[config.mk]
export PLATFORM = sky130hd
export DESIGN_NAME = bicubic_stream_framer
export DESIGN_NICKNAME = d
export VERILOG_FILES = /design/src/rtl/bicubic_stream_framer.sv
export SDC_FILE = /design/constraint.sdc
export NUM_CORES = 1
export LEC_CHECK = 0
export BUFFER_PORTS_ARGS = -buffer_cell sky130_fd_sc_hd__buf_2
export CORE_AREA = 2 2 125 127
export CTS_CLUSTER_SIZE = 25
export DETAILED_ROUTE_END_ITERATION = 7
export DIE_AREA = 0 0 127 129
export MAX_ROUTING_LAYER = met4
export PLACE_DENSITY = 0.57
export SLEW_MARGIN = 0
export SYNTH_ARGS = -nofsm -noshare
export SYNTH_HDL_FRONTEND = slang
export SYNTH_SLANG_ARGS = --single-unit
[constraint.sdc]
create_clock -name clk -period 5.5 [get_ports clk]
set_input_delay 0.55 -clock clk [delete_from_list [all_inputs] [get_ports clk]]
set_output_delay 0.55 -clock clk [all_outputs]
set_load 0.01 [all_outputs]
[src/rtl/bicubic_stream_framer.sv]
// Frames one WIDTH*HEIGHT pixel stream per start pulse, tags SOF/EOL/EOF at the input,
// and decouples the upstream and downstream handshakes through a 2-entry skid buffer.
`ifndef SRC_IMG_WIDTH
`define SRC_IMG_WIDTH 640
`endif
`ifndef SRC_IMG_HEIGHT
`define SRC_IMG_HEIGHT 480
`endif

module bicubic_stream_framer #(
    parameter int unsigned WIDTH  = `SRC_IMG_WIDTH,
    parameter int unsigned HEIGHT = `SRC_IMG_HEIGHT,
    parameter int unsigned DW     = 24
) (
    input  logic          clk,
    input  logic          rst_n,
    input  logic          start,
    input  logic          s_valid,
    output logic          s_ready,
    input  logic [DW-1:0] s_data,
    output logic          m_valid,
    input  logic          m_ready,
    output logic [DW-1:0] m_data,
    output logic          m_sof,
    output logic          m_eol,
    output logic          m_eof,
    output logic          busy,
    output logic          frame_done,
    output logic [15:0]   frame_cnt
);

    localparam int unsigned CW = (WIDTH > 1) ? $clog2(WIDTH) : 1;
    localparam int unsigned RW = (HEIGHT > 1) ? $clog2(HEIGHT) : 1;
    localparam int unsigned EW = DW + 3;
    localparam logic [CW-1:0] COL_LAST = CW'(WIDTH - 1);
    localparam logic [RW-1:0] ROW_LAST = RW'(HEIGHT - 1);

    typedef enum logic [1:0] {
        ST_IDLE,
        ST_RUN,
        ST_DRAIN
    } state_t;

    state_t        state;
    state_t        state_next;
    logic [CW-1:0] col;
    logic [RW-1:0] row;
    logic [1:0]    occ;
    logic [1:0]    occ_next;
    logic [EW-1:0] head;
    logic [EW-1:0] tail;
    logic [EW-1:0] head_next;
    logic [EW-1:0] tail_next;
    logic [EW-1:0] in_entry;
    logic          push;
    logic          pop;
    logic          last_px;
    logic          done_next;

    assign push    = s_valid & s_ready;
    assign pop     = m_valid & m_ready;
    assign last_px = (col == COL_LAST) && (row == ROW_LAST);

    // Entry layout: {sof, eol, eof, data}
    assign in_entry = {(col == '0) && (row == '0), (col == COL_LAST), last_px, s_data};

    always_ff @(posedge clk or negedge rst_n) begin
        if (!rst_n) begin
            state <= ST_IDLE;
        end else begin
            state <= state_next;
        end
    end

    always_comb begin
        state_next = state;
        occ_next   = occ;
        head_next  = head;
        tail_next  = tail;
        unique case (state)
            ST_IDLE:  if (start) state_next = ST_RUN;
            ST_RUN:   if (push && last_px) state_next = ST_DRAIN;
            ST_DRAIN: if (occ == 2'd0) state_next = ST_IDLE;
            default:  state_next = ST_IDLE;
        endcase
        // Head register always feeds the output; tail only holds the second entry.
        case ({push, pop})
            2'b10: begin
                occ_next = occ + 2'd1;
                if (occ == 2'd0) begin
                    head_next = in_entry;
                end else begin
                    tail_next = in_entry;
                end
            end
            2'b01: begin
                occ_next  = occ - 2'd1;
                head_next = tail;
            end
            2'b11: begin
                head_next = in_entry;
            end
            default: ;
        endcase
    end

    // Frame has drained on the cycle the last buffered entry leaves during DRAIN.
    assign done_next = (state == ST_DRAIN) && (occ != 2'd0) && (occ_next == 2'd0);

    always_ff @(posedge clk or negedge rst_n) begin
        if (!rst_n) begin
            occ        <= 2'd0;
            head       <= '0;
            tail       <= '0;
            m_valid    <= 1'b0;
            s_ready    <= 1'b0;
            busy       <= 1'b0;
            frame_done <= 1'b0;
            frame_cnt  <= 16'd0;
            col        <= '0;
            row        <= '0;
        end else begin
            occ        <= occ_next;
            head       <= head_next;
            tail       <= tail_next;
            m_valid    <= (occ_next != 2'd0);
            s_ready    <= (state_next == ST_RUN) && (occ_next != 2'd2);
            busy       <= (state_next != ST_IDLE) && !done_next;
            frame_done <= done_next;
            if ((state == ST_DRAIN) && (state_next == ST_IDLE)) begin
                frame_cnt <= frame_cnt + 16'd1;
            end
            if (state == ST_IDLE) begin
                col <= '0;
                row <= '0;
            end else if (push) begin
                if (col == COL_LAST) begin
                    col <= '0;
                    row <= row + RW'(1);
                end else begin
                    col <= col + CW'(1);
                end
            end
        end
    end

    assign m_sof  = head[EW-1];
    assign m_eol  = head[EW-2];
    assign m_eof  = head[EW-3];
    assign m_data = head[DW-1:0];

endmodule

[Yosys cells after proc, flatten, opt, wreduce, memory -nomap -nowiden]
Index checks and enable logic that the tools add are counted.
Word-level totals
  register bits after elaboration: 97
  logic and storage cells: 66
Operators by class
  add/sub/neg operators: 5
  equality and inequality tests: 10
  mux-type cells: 13
  bitwise operators: 3
  reductions and logical operators: 24
Operators by type and width (number)
  $pmux W27 S3: 1
  $mux W10: 3
  $mux W27: 1
  $mux W9: 3
  $add A16 B1 Y16 const B: 1
  $add A10 B1 Y10 const B: 1
  $eq A10 B10 Y1 const B: 1
  $logic_not A10 Y1: 1
  $reduce_bool A2 Y1: 5
  $add A9 B1 Y9 const B: 1
  $eq A9 B9 Y1 const B: 1
  $logic_not A9 Y1: 1
  $logic_and A1 B1 Y1: 8
  $logic_not A2 Y1: 4
  $eq A2 B1 Y1 const B: 3
  $eq A2 B2 Y1 const B: 3
  $mux W2: 3
  $pmux W2 S3: 1
  $reduce_and A2 Y1: 3
  $ne A2 B2 Y1 const B: 2
  $pmux W2 S2: 1
  $reduce_bool A3 Y1: 1
  $add A2 B1 Y2 const B: 1
  $and A1 B1 Y1: 2
  3 further kinds: 3

[Longest topological paths before layout]
Gate-level depths: netlist (run 1).
  word-level depth: 7
  depth in mapped cells: 9
  depth with buffers taken out: 7

[Least setup slack after synthesis (run 1)]
No wires, ideal clock.
  path type: in2reg
  start point: input port s_valid
  end point: register head[5]
  setup time: 0.135 ns
  data arrival time: 2.135 ns
  required time: 5.365 ns
  slack: 3.230 ns
  stages: 8
  cell sequence: and2_1 > buf_2 > inv_1 > ha_1 > clkbuf_1 > clkbuf_1 > mux2i_1 > o21ai_0
Between the ends
  longest elaborated chain between the ends: 4
RTL lines
  start, declared: RTL line 18  | input logic s_valid,
  $and A1 B1 Y1 (*): RTL line 60  | assign push = s_valid & s_ready;
  $eq A2 B2 Y1 or $eq A2 B1 Y1 (tied branches): RTL line 87  | case ({push, pop})
  $ne A2 B2 Y1 (no source line) or $reduce_bool A3 Y1 (tied branches)
  $reduce_and A2 Y1 (no source line)
  end signal, assigned: RTL line 124  | head <= head_next;
  end, declared: RTL line 50  | logic [EW-1:0] head;
Every way passes the cells marked *; elsewhere a longest branch is shown, timed or not.
A chain may end at the register's enable or synchronous reset.

[Final worst setup path (run 1)]
  start point: register occ[0]
  end point: register head[24]
Between the ends
  longest elaborated chain between the ends: 3
RTL lines
  start, declared: RTL line 48  | logic [1:0] occ;
  start signal, assigned: RTL line 123  | occ <= occ_next;
  $logic_not A2 Y1: RTL line 90  | if (occ == 2'd0) begin
  $ne A2 B2 Y1 (no source line)
  $reduce_and A2 Y1 (no source line)
No other way between the ends.

==> results.toml, run 1 <==
[outcome]
status = "finished clean"

[final_layout]
fillers = 1505
regArea_sq_mm = 0.00243
num_antenna_cells = 0
area_delta_synth_final_pct = 19.6
layout-drive-gt1-share_pct = 26.3
final_cells = 667
fin_nets = 512
multi_input_area_sq_mm = 0.00193

[sta]
max_freq_ghz = 0.377
fin_ws_ns = 2.85
maxSlewViolCount = 0
rsz0062_at_grt = "no"
max_slew_margin_pct = 32.6
timing.final.crit_share_pct = 48.3
finalHoldViolCount = 0
tightest_slew_ns = 1.01
setup_viol = 0
setup_tns_ns = 0
hold_slack_ns = 0.219
finalWorstPathRequiredPeriod_ns = 2.65
skew_ns = 0.00580

[pwr]
p_per_area_mw_per_mm2 = 445
ir_worst_vdd_v = 0.000166
total_power_mw = 2.37
power.static_leakage_nw = 2.40

[clock_network]
cts_buffers = 9
cts_sinks = 97
htree_num_levels = 3
clockBufferDepth = 2
ctsRootBufferMaster = "clkbuf_16"
insertion_delay_ns = 0.34
cts_resized = 0
cts_hold_buf = 0
cts_tree = "built"
post_cts_buffers = 0
clk_pin_slew_ns = 0.07

[synth]
synth_area_per_cell_sq_um = 10.9
yosys.area.top_type = "dfrtp_1"
synthTopCellsByArea = "dfrtp_1 55%, mux2_2 6.3%, mux2i_1 5.8%"
synth_warnings = 0
synth_edf_count = 0
postSynthCellCount = 407
post-synth-top-count-cell = "dfrtp_1"
syn-num-nets = 444
synthTopCellsByCount = "97 x dfrtp_1, 45 x nand2_1, 35 x o21ai_0"
ys_types = 40
ys_seq_area_share_pct = 54.6
synth_seq_cells = 97
synth_area_sq_mm = 0.00445
synth_ff_type = "dfrtp_1"
netlist.area_leader.share_pct = 54.6
async_flop_share_pct = 100

[drt]
initialDrtViolationCount = 146
route.detailed.drc = 0
met1_length_um = 4450
wl_per_cell_um = 13.7
dr.pass1.iters = 4
vias_per_cell = 4.71
wl_met2_um = 4180
top_layer_used = "met4"
wl_met3_um = 393
totalWireLength_um = 9130
ant_nets = 0
vias = 3139

[worst_setup_path]
r2r_slack_ns = 2.85
rr_endpoint = "head[24]"
r2r-start = "occ[0]"
worstSetupStartpoint = "occ[0]"
path_class = "reg -> reg"
rr_worst_depth = 3
setup.worst_path.end = "head[24]"
cp.required_ns = 5.72
path_max_fanout = 54
crit_path_end_kind = "flip-flop"
cp.arrival_ns = 2.88
cp-start-kind = "flip-flop"

[global_routing]
grt_antenna_before_repair = 0
grt_max_degree = 55
grt_pass1_vias = 3133
gr-total-overflow = 0
track_usage_pct = 12.2
grt_pass1_wl_um = 15600

[place]
port-buffer-count = 75
place_inst = 652
pre_cts_slack_ns = 2.54
place_hpwl_um = 6420
place_congestion = 0.771

[job]
max_cap_viol_count = 0

[floorplan]
ios = 76
die_w_um = 127
die_h_um = 129
initial_core_util_pct = 29.7
row_count = 45
die_area_sq_mm = 0.0164
core_area_sq_mm = 0.0150

[hold_path]
hp-class = "in -> async"
-- critical path: stages, from the launching register on --
cell and delay (ns):
dfrtp_1 0.51, o21ai_4 0.77, nand2b_2 0.71, a221o_1 0.54
-- state kept, by name, indices dropped and copies added, names as in the netlist, 2 cells and up --
register   count
frame_cnt     16
tail          27
occ            2
state          2
col           10
row            9
head          27
-- layout make-up --
cell class	instances	area share, %
clock buffer	10	4.30
timing repair buffer	76	7.24
multi-input combinational	283	36.3
clock inverter	5	1.53
tap	188	4.42
inverter	8	0.564
sequential	97	45.6
-- logic make-up (layout without fill, tap and decap cells) --
kind of cell	Yosys count	after routing	share of synthesized area (%)
DFF	97	97	54.6
and+or+nand+nor	140	140	15.9
AOI/OAI and AO/OA	53	53	6.61
buffers and inverters	27	99	2.36
muxes	51	51	12.2
adders and majority gates	8	8	2.25
xor gates and xnor gates	31	31	6.10
-- power breakdown --
group / switching, mW / internal, mW
logic: 0.337 / 0.304
registers: 0.142 / 0.929
clock network: 0.261 / 0.396
total: 0.741 / 1.63
-- stage by stage --
stage / instance area (sq um) / utilization [%]
finish: 5320 / 35.5
global placement: 5010 / 33.5
detailed placement: 5010 / 33.5
floorplan: 4450 / -
CTS: 5320 / 35.5
global route: 5320 / 35.5
-- how the worst min path moves through the flow --
stage / startpoint / endpoint / slack, ns / cells past startpoint
finish: rst_n / head[11] / 0.22 / 1
global route: rst_n / tail[11] / 0.27 / 1
CTS: rst_n / head[11] / 0.23 / 1
detailed placement: head[4] / head[4] / 0.47 / 2
global placement: tail[26] / tail[26] / 0.46 / 2
floorplan: rst_n / busy / 0.25 / 0
-- metal layers --
metal,GRT usage (%),vias up
met1,16.0,1499
li1,-,1557
met4,3.94,0
met2,18.5,73
met3,3.20,10
met5,-,-
-- cells in the final DEF, fill, tap and decap left out, types with 2 or more instances in the layout --
cell type	netlist	final
a21oi_1	8	8
nand3b_1	2	2
and2_1	2	2
clkbuf_16	0	9
a31oi_1	2	2
xor2_1	12	12
mux2_2	25	25
a211oi_1	2	2
or3_1	2	2
buf_2	3	74
buf_4	0	2
nand2_1	45	45
nand2b_1	3	2
o21ai_0	35	34
and4_1	3	3
nand4_1	14	14
dfrtp_1	97	97
xnor2_1	19	19
or2_2	3	3
or4_1	2	2
mux2i_1	26	26
nand3_1	18	18
ha_1	8	7
nor4_1	8	8
inv_1	8	8
bufinv_16	0	2
nor3_1	4	4
nor2_1	26	26
Power figures use the tool's default switching activity.
==> run 2, diff against run 1 <==
==> constraint.sdc (replaced) <==
create_clock -name clk -period 2.45 [get_ports clk]
set_input_delay 0.245 -clock clk [delete_from_list [all_inputs] [get_ports clk]]
set_output_delay 0.245 -clock clk [all_outputs]
set_load 0.01 [all_outputs]
==> results.toml, run 2 (synthesis results as in run 1) <==
[hold_path]
min_to = "tail[16]"
hp-class = "in -> reg"
hold_depth = 2
worstHoldStart = "s_data[16]"

[worst_setup_path]
rr_worst_depth = 7
path_max_fanout = 38
cp.arrival_ns = 2.27
worstSetupStartpoint = "s_ready"
crit_chain = "and2_1, inv_1, ha_1, nand2b_2, buf_4, nand2_1, o21ai_0"
cp-start-kind = "flip-flop"
critPathMaxStageDelay_ns = 0.38
rr_endpoint = "head[1]"
cp.required_ns = 2.66
crit_path_end_kind = "flip-flop"
r2r-start = "s_ready"
r2r_slack_ns = 0.39
slowest_stage = "dfrtp_1"
path_class = "reg -> reg"

[clock_network]
insertion_delay_ns = 0.35
ctsRootBufferMaster = "clkbuf_16"
cts_buffers = 9
clk_pin_slew_ns = 0.07
clockBufferDepth = 2
cts_tree = "built"
cts_sinks = 97
htree_num_levels = 3

[floorplan]
die_h_um = 129
die_w_um = 127
row_count = 45
initial_core_util_pct = 29.7
core_area_sq_mm = 0.0150
ios = 76
die_area_sq_mm = 0.0164

[drt]
vias_per_cell = 4.82
wl_per_cell_um = 14.2
ant_nets = 0
vias = 3274
route.detailed.drc = 0
dr.pass1.iters = 5
totalWireLength_um = 9640
initialDrtViolationCount = 204

[sta]
setup_viol = 0
maxSlewViolCount = 0
timing.final.crit_share_pct = 84.0
setup_tns_ns = 0
max_freq_ghz = 0.486
fin_ws_ns = 0.392
skew_ns = 0.0121
finalHoldViolCount = 0
max_slew_margin_pct = 55.0
finalWorstPathRequiredPeriod_ns = 2.06
hold_slack_ns = 0.142
tightest_slew_ns = 0.675
rsz0062_at_grt = "no"

[outcome]
status = "finished clean"

[pwr]
power.static_leakage_nw = 2.47
ir_worst_vdd_v = 0.000332
p_per_area_mw_per_mm2 = 1000
total_power_mw = 5.47

[global_routing]
gr-total-overflow = 0
grt_antenna_before_repair = 1
track_usage_pct = 13.0
grt_pass1_vias = 3287
grt_pass1_wl_um = 16300
grt_max_degree = 51

[final_layout]
final_cells = 679
fin_nets = 522
utilization_pct = 36.4
layout_common_cells = "97 x dfrtp_1, 74 x buf_2, 45 x nand2_1"
layout-drive-gt1-share_pct = 28.0
area_delta_synth_final_pct = 22.4
reg.largest.list = "head (27), tail (27), frame_cnt (16)"
final_common_cell = "dfrtp_1"
design_area_sq_mm = 0.00545

[place]
place_area_sq_mm = 0.00510
place_congestion = 0.855
place_hpwl_um = 6730
pre_cts_slack_ns = 0.374
port-buffer-count = 75
place_inst = 661

[job]
max_cap_viol_count = 0
run 2: timing repair:
item                      in CTS  in global routing
resized for setup              0                  0
buffers inserted               0                  0
hold endpoints to repair      48                  0
hold buffers                   1                  0
run 2: worst max-delay path: cells and delay by family, from the launching register on:
family,cells,cell delay [ns]
and+or+nand+nor,3,0.71
buffers and inverters,2,0.50
DFF,1,0.38
adders and majority gates,1,0.23
AOI/OAI and AO/OA,1,0.08
run 2: power breakdown:
group,internal [mW],switching (mW)
clock network,0.926,0.607
registers,2.09,0.291
logic,0.732,0.830
total,3.74,1.73
run 2: worst max-delay path by stage:
| stage | endpoint | slack [ns] | cells past startpoint |
|---|---|---|---|
| 2_1_floorplan | head[5] | 0.31 | 8 |
| 3_3_place_gp | s_ready | 0.43 | 7 |
| 3_5_place_dp | head[18] | 0.37 | 7 |
| 4_1_cts | head[1] | 0.35 | 7 |
| 5_1_grt | head[20] | 0.19 | 7 |
| 6_report | head[1] | 0.39 | 7 |
run 2: final cells by class:
class                   count  area (sq um)
fillers                  1500          9530
flip-flops and latches     97          2430
multi-input cells         283          1930
repair buffers             86           488
clock buffers              10           239
well taps                 188           235
clock inverters             6          90.1
inverters                   8          30.0
diodes                      1          2.50
run 2: routing by layer:
metal	GRT usage [%]	wire length (um)
met4	6.46	274
met2	20.2	4480
met1	15.7	4420
met3	3.41	470
met5	-	0
==> run 3, diff against run 2 <==
==> constraint.sdc (replaced) <==
create_clock -name clk -period 1.9 [get_ports clk]
set_input_delay 0.19 -clock clk [delete_from_list [all_inputs] [get_ports clk]]
set_output_delay 0.19 -clock clk [all_outputs]
set_load 0.01 [all_outputs]
==> results.toml, run 3 (synthesis results as in run 1) <==
[outcome]
status = "finished clean"

[worst_setup_path]
cp.arrival_ns = 2.10
path_class = "reg -> reg"
crit_path_end_kind = "flip-flop"
path_max_fanout = 5
cp.required_ns = 2.17
cp-start-kind = "flip-flop"

[clock_network]
ctsRootBufferMaster = "clkbuf_16"
cts_tree = "built"
htree_num_levels = 3
clk_pin_slew_ns = 0.07
insertion_delay_ns = 0.34
clockBufferDepth = 2
cts_sinks = 97
cts_buffers = 9

[floorplan]
row_count = 45
core_area_sq_mm = 0.0150
initial_core_util_pct = 29.7
die_area_sq_mm = 0.0164
die_h_um = 129
die_w_um = 127
ios = 76

[drt]
totalWireLength_um = 9810
ant_nets = 0
vias_per_cell = 4.79
route.detailed.drc = 0
vias = 3340
wl_per_cell_um = 14.0
dr.pass1.iters = 4
initialDrtViolationCount = 134

[sta]
tightest_slew_ns = 0.475
setup_tns_ns = 0
setup_viol = 0
skew_ns = 0.0115
finalWorstPathRequiredPeriod_ns = 1.84
finalHoldViolCount = 0
timing.final.crit_share_pct = 96.6
rsz0062_at_grt = "yes"
maxSlewViolCount = 0
max_freq_ghz = 0.545
max_slew_margin_pct = 67.5

[place]
place_hpwl_um = 6840
port-buffer-count = 75
place_congestion = 0.838

[global_routing]
gr-total-overflow = 0
grt_pass1_vias = 3379
grt_pass1_wl_um = 16700
grt_antenna_before_repair = 1
track_usage_pct = 13.1
grt_max_degree = 43

[final_layout]
layout_common_cells = "97 x dfrtp_1, 74 x buf_2, 45 x nand2_1"
final_common_cell = "dfrtp_1"
fin_nets = 541
regArea_sq_mm = 0.00243
fillers = 1492
layout-drive-gt1-share_pct = 31.8
reg.largest.list = "head (27), tail (27), frame_cnt (16)"
area_delta_synth_final_pct = 28.0
multi_input_area_sq_mm = 0.00198

[pwr]
p_per_area_mw_per_mm2 = 1280
total_power_mw = 7.31
ir_worst_vdd_v = 0.000604
power.static_leakage_nw = 2.59

[hold_path]
hp-class = "in -> reg"

[job]
max_cap_viol_count = 0
-- run 3: cell count changes in the layout (fill, tap and decap cells not counted), sizes merged --
cell	before	now
inv	9	8
bufinv	2	3
buf	85	104
-- run 3: metrics by stage --
step / hold WS [ns] / utilization, % / setup WS (ns) / instance area [sq um] / cells
3_5_place_dp: 0.153 / 35.3 / -0.0153 / 5280 / 679
5_1_grt: 0.0741 / 38.0 / -0.0170 / 5700 / 698
3_3_place_gp: 0.150 / 35.3 / -0.00138 / 5280 / 679
4_1_cts: 0.0732 / 37.7 / 0.0236 / 5650 / 696
6_report: 0.0929 / 38.0 / 0.0647 / 5700 / 698
2_1_floorplan: -0.106 / - / 0.00815 / 4460 / 407
-- run 3: worst max-delay path, cell delays in order (launching register included) --
cell     delay [ns]
dfrtp_1        0.43
ha_4           0.17
nand4_1        0.13
or4_4          0.53
or3_1          0.36
a21oi_1        0.14
-- run 3: power by group --
part	total (mW)	internal, mW	switching [mW]	leakage, nW
Sequential	3.05	2.69	0.357	1.23
Combinational	2.14	1.03	1.10	1.20
Clock	2.12	1.33	0.795	0.169
Total	7.31	5.05	2.26	2.59
-- run 3: final timing paths --
check	from	to	slack, ns	cells past startpoint
max	col[1]	row[7]	0.06	5
min	s_data[5]	tail[5]	0.09	2
max reg2reg	col[1]	row[7]	0.06	5
min reg2reg	head[1]	head[1]	0.47	2
max in group asynchronous	rst_n	head[26]	1.05	3
min in group asynchronous	rst_n	head[14]	0.32	2
-- run 3: cell type report --
type	instances	area share, %
Sequential cell	97	42.6
Multi-Input combinational cell	283	34.7
Timing Repair Buffer	105	11.7
Clock buffer	10	4.20
Tap cell	188	4.13
Clock inverter	6	2.02
Inverter	8	0.527
Antenna cell	1	0.0439
-- run 3: what timing repair did --
action	CTS	global route
setup buffers	0	1
hold buffers	1	0
endpoints found under the setup margin	2	27
pin swaps	1	1
resized for setup	1	6
endpoints found under the hold margin	28	0
-- run 3: routing by layer --
metal	global-route usage, %	share of wire (%)	vias up
met5	-	0	-
met4	3.75	1.1	0
met3	3.91	4.9	8
met2	20.8	46	64
met1	16.4	48	1643
li1	-	-	1625
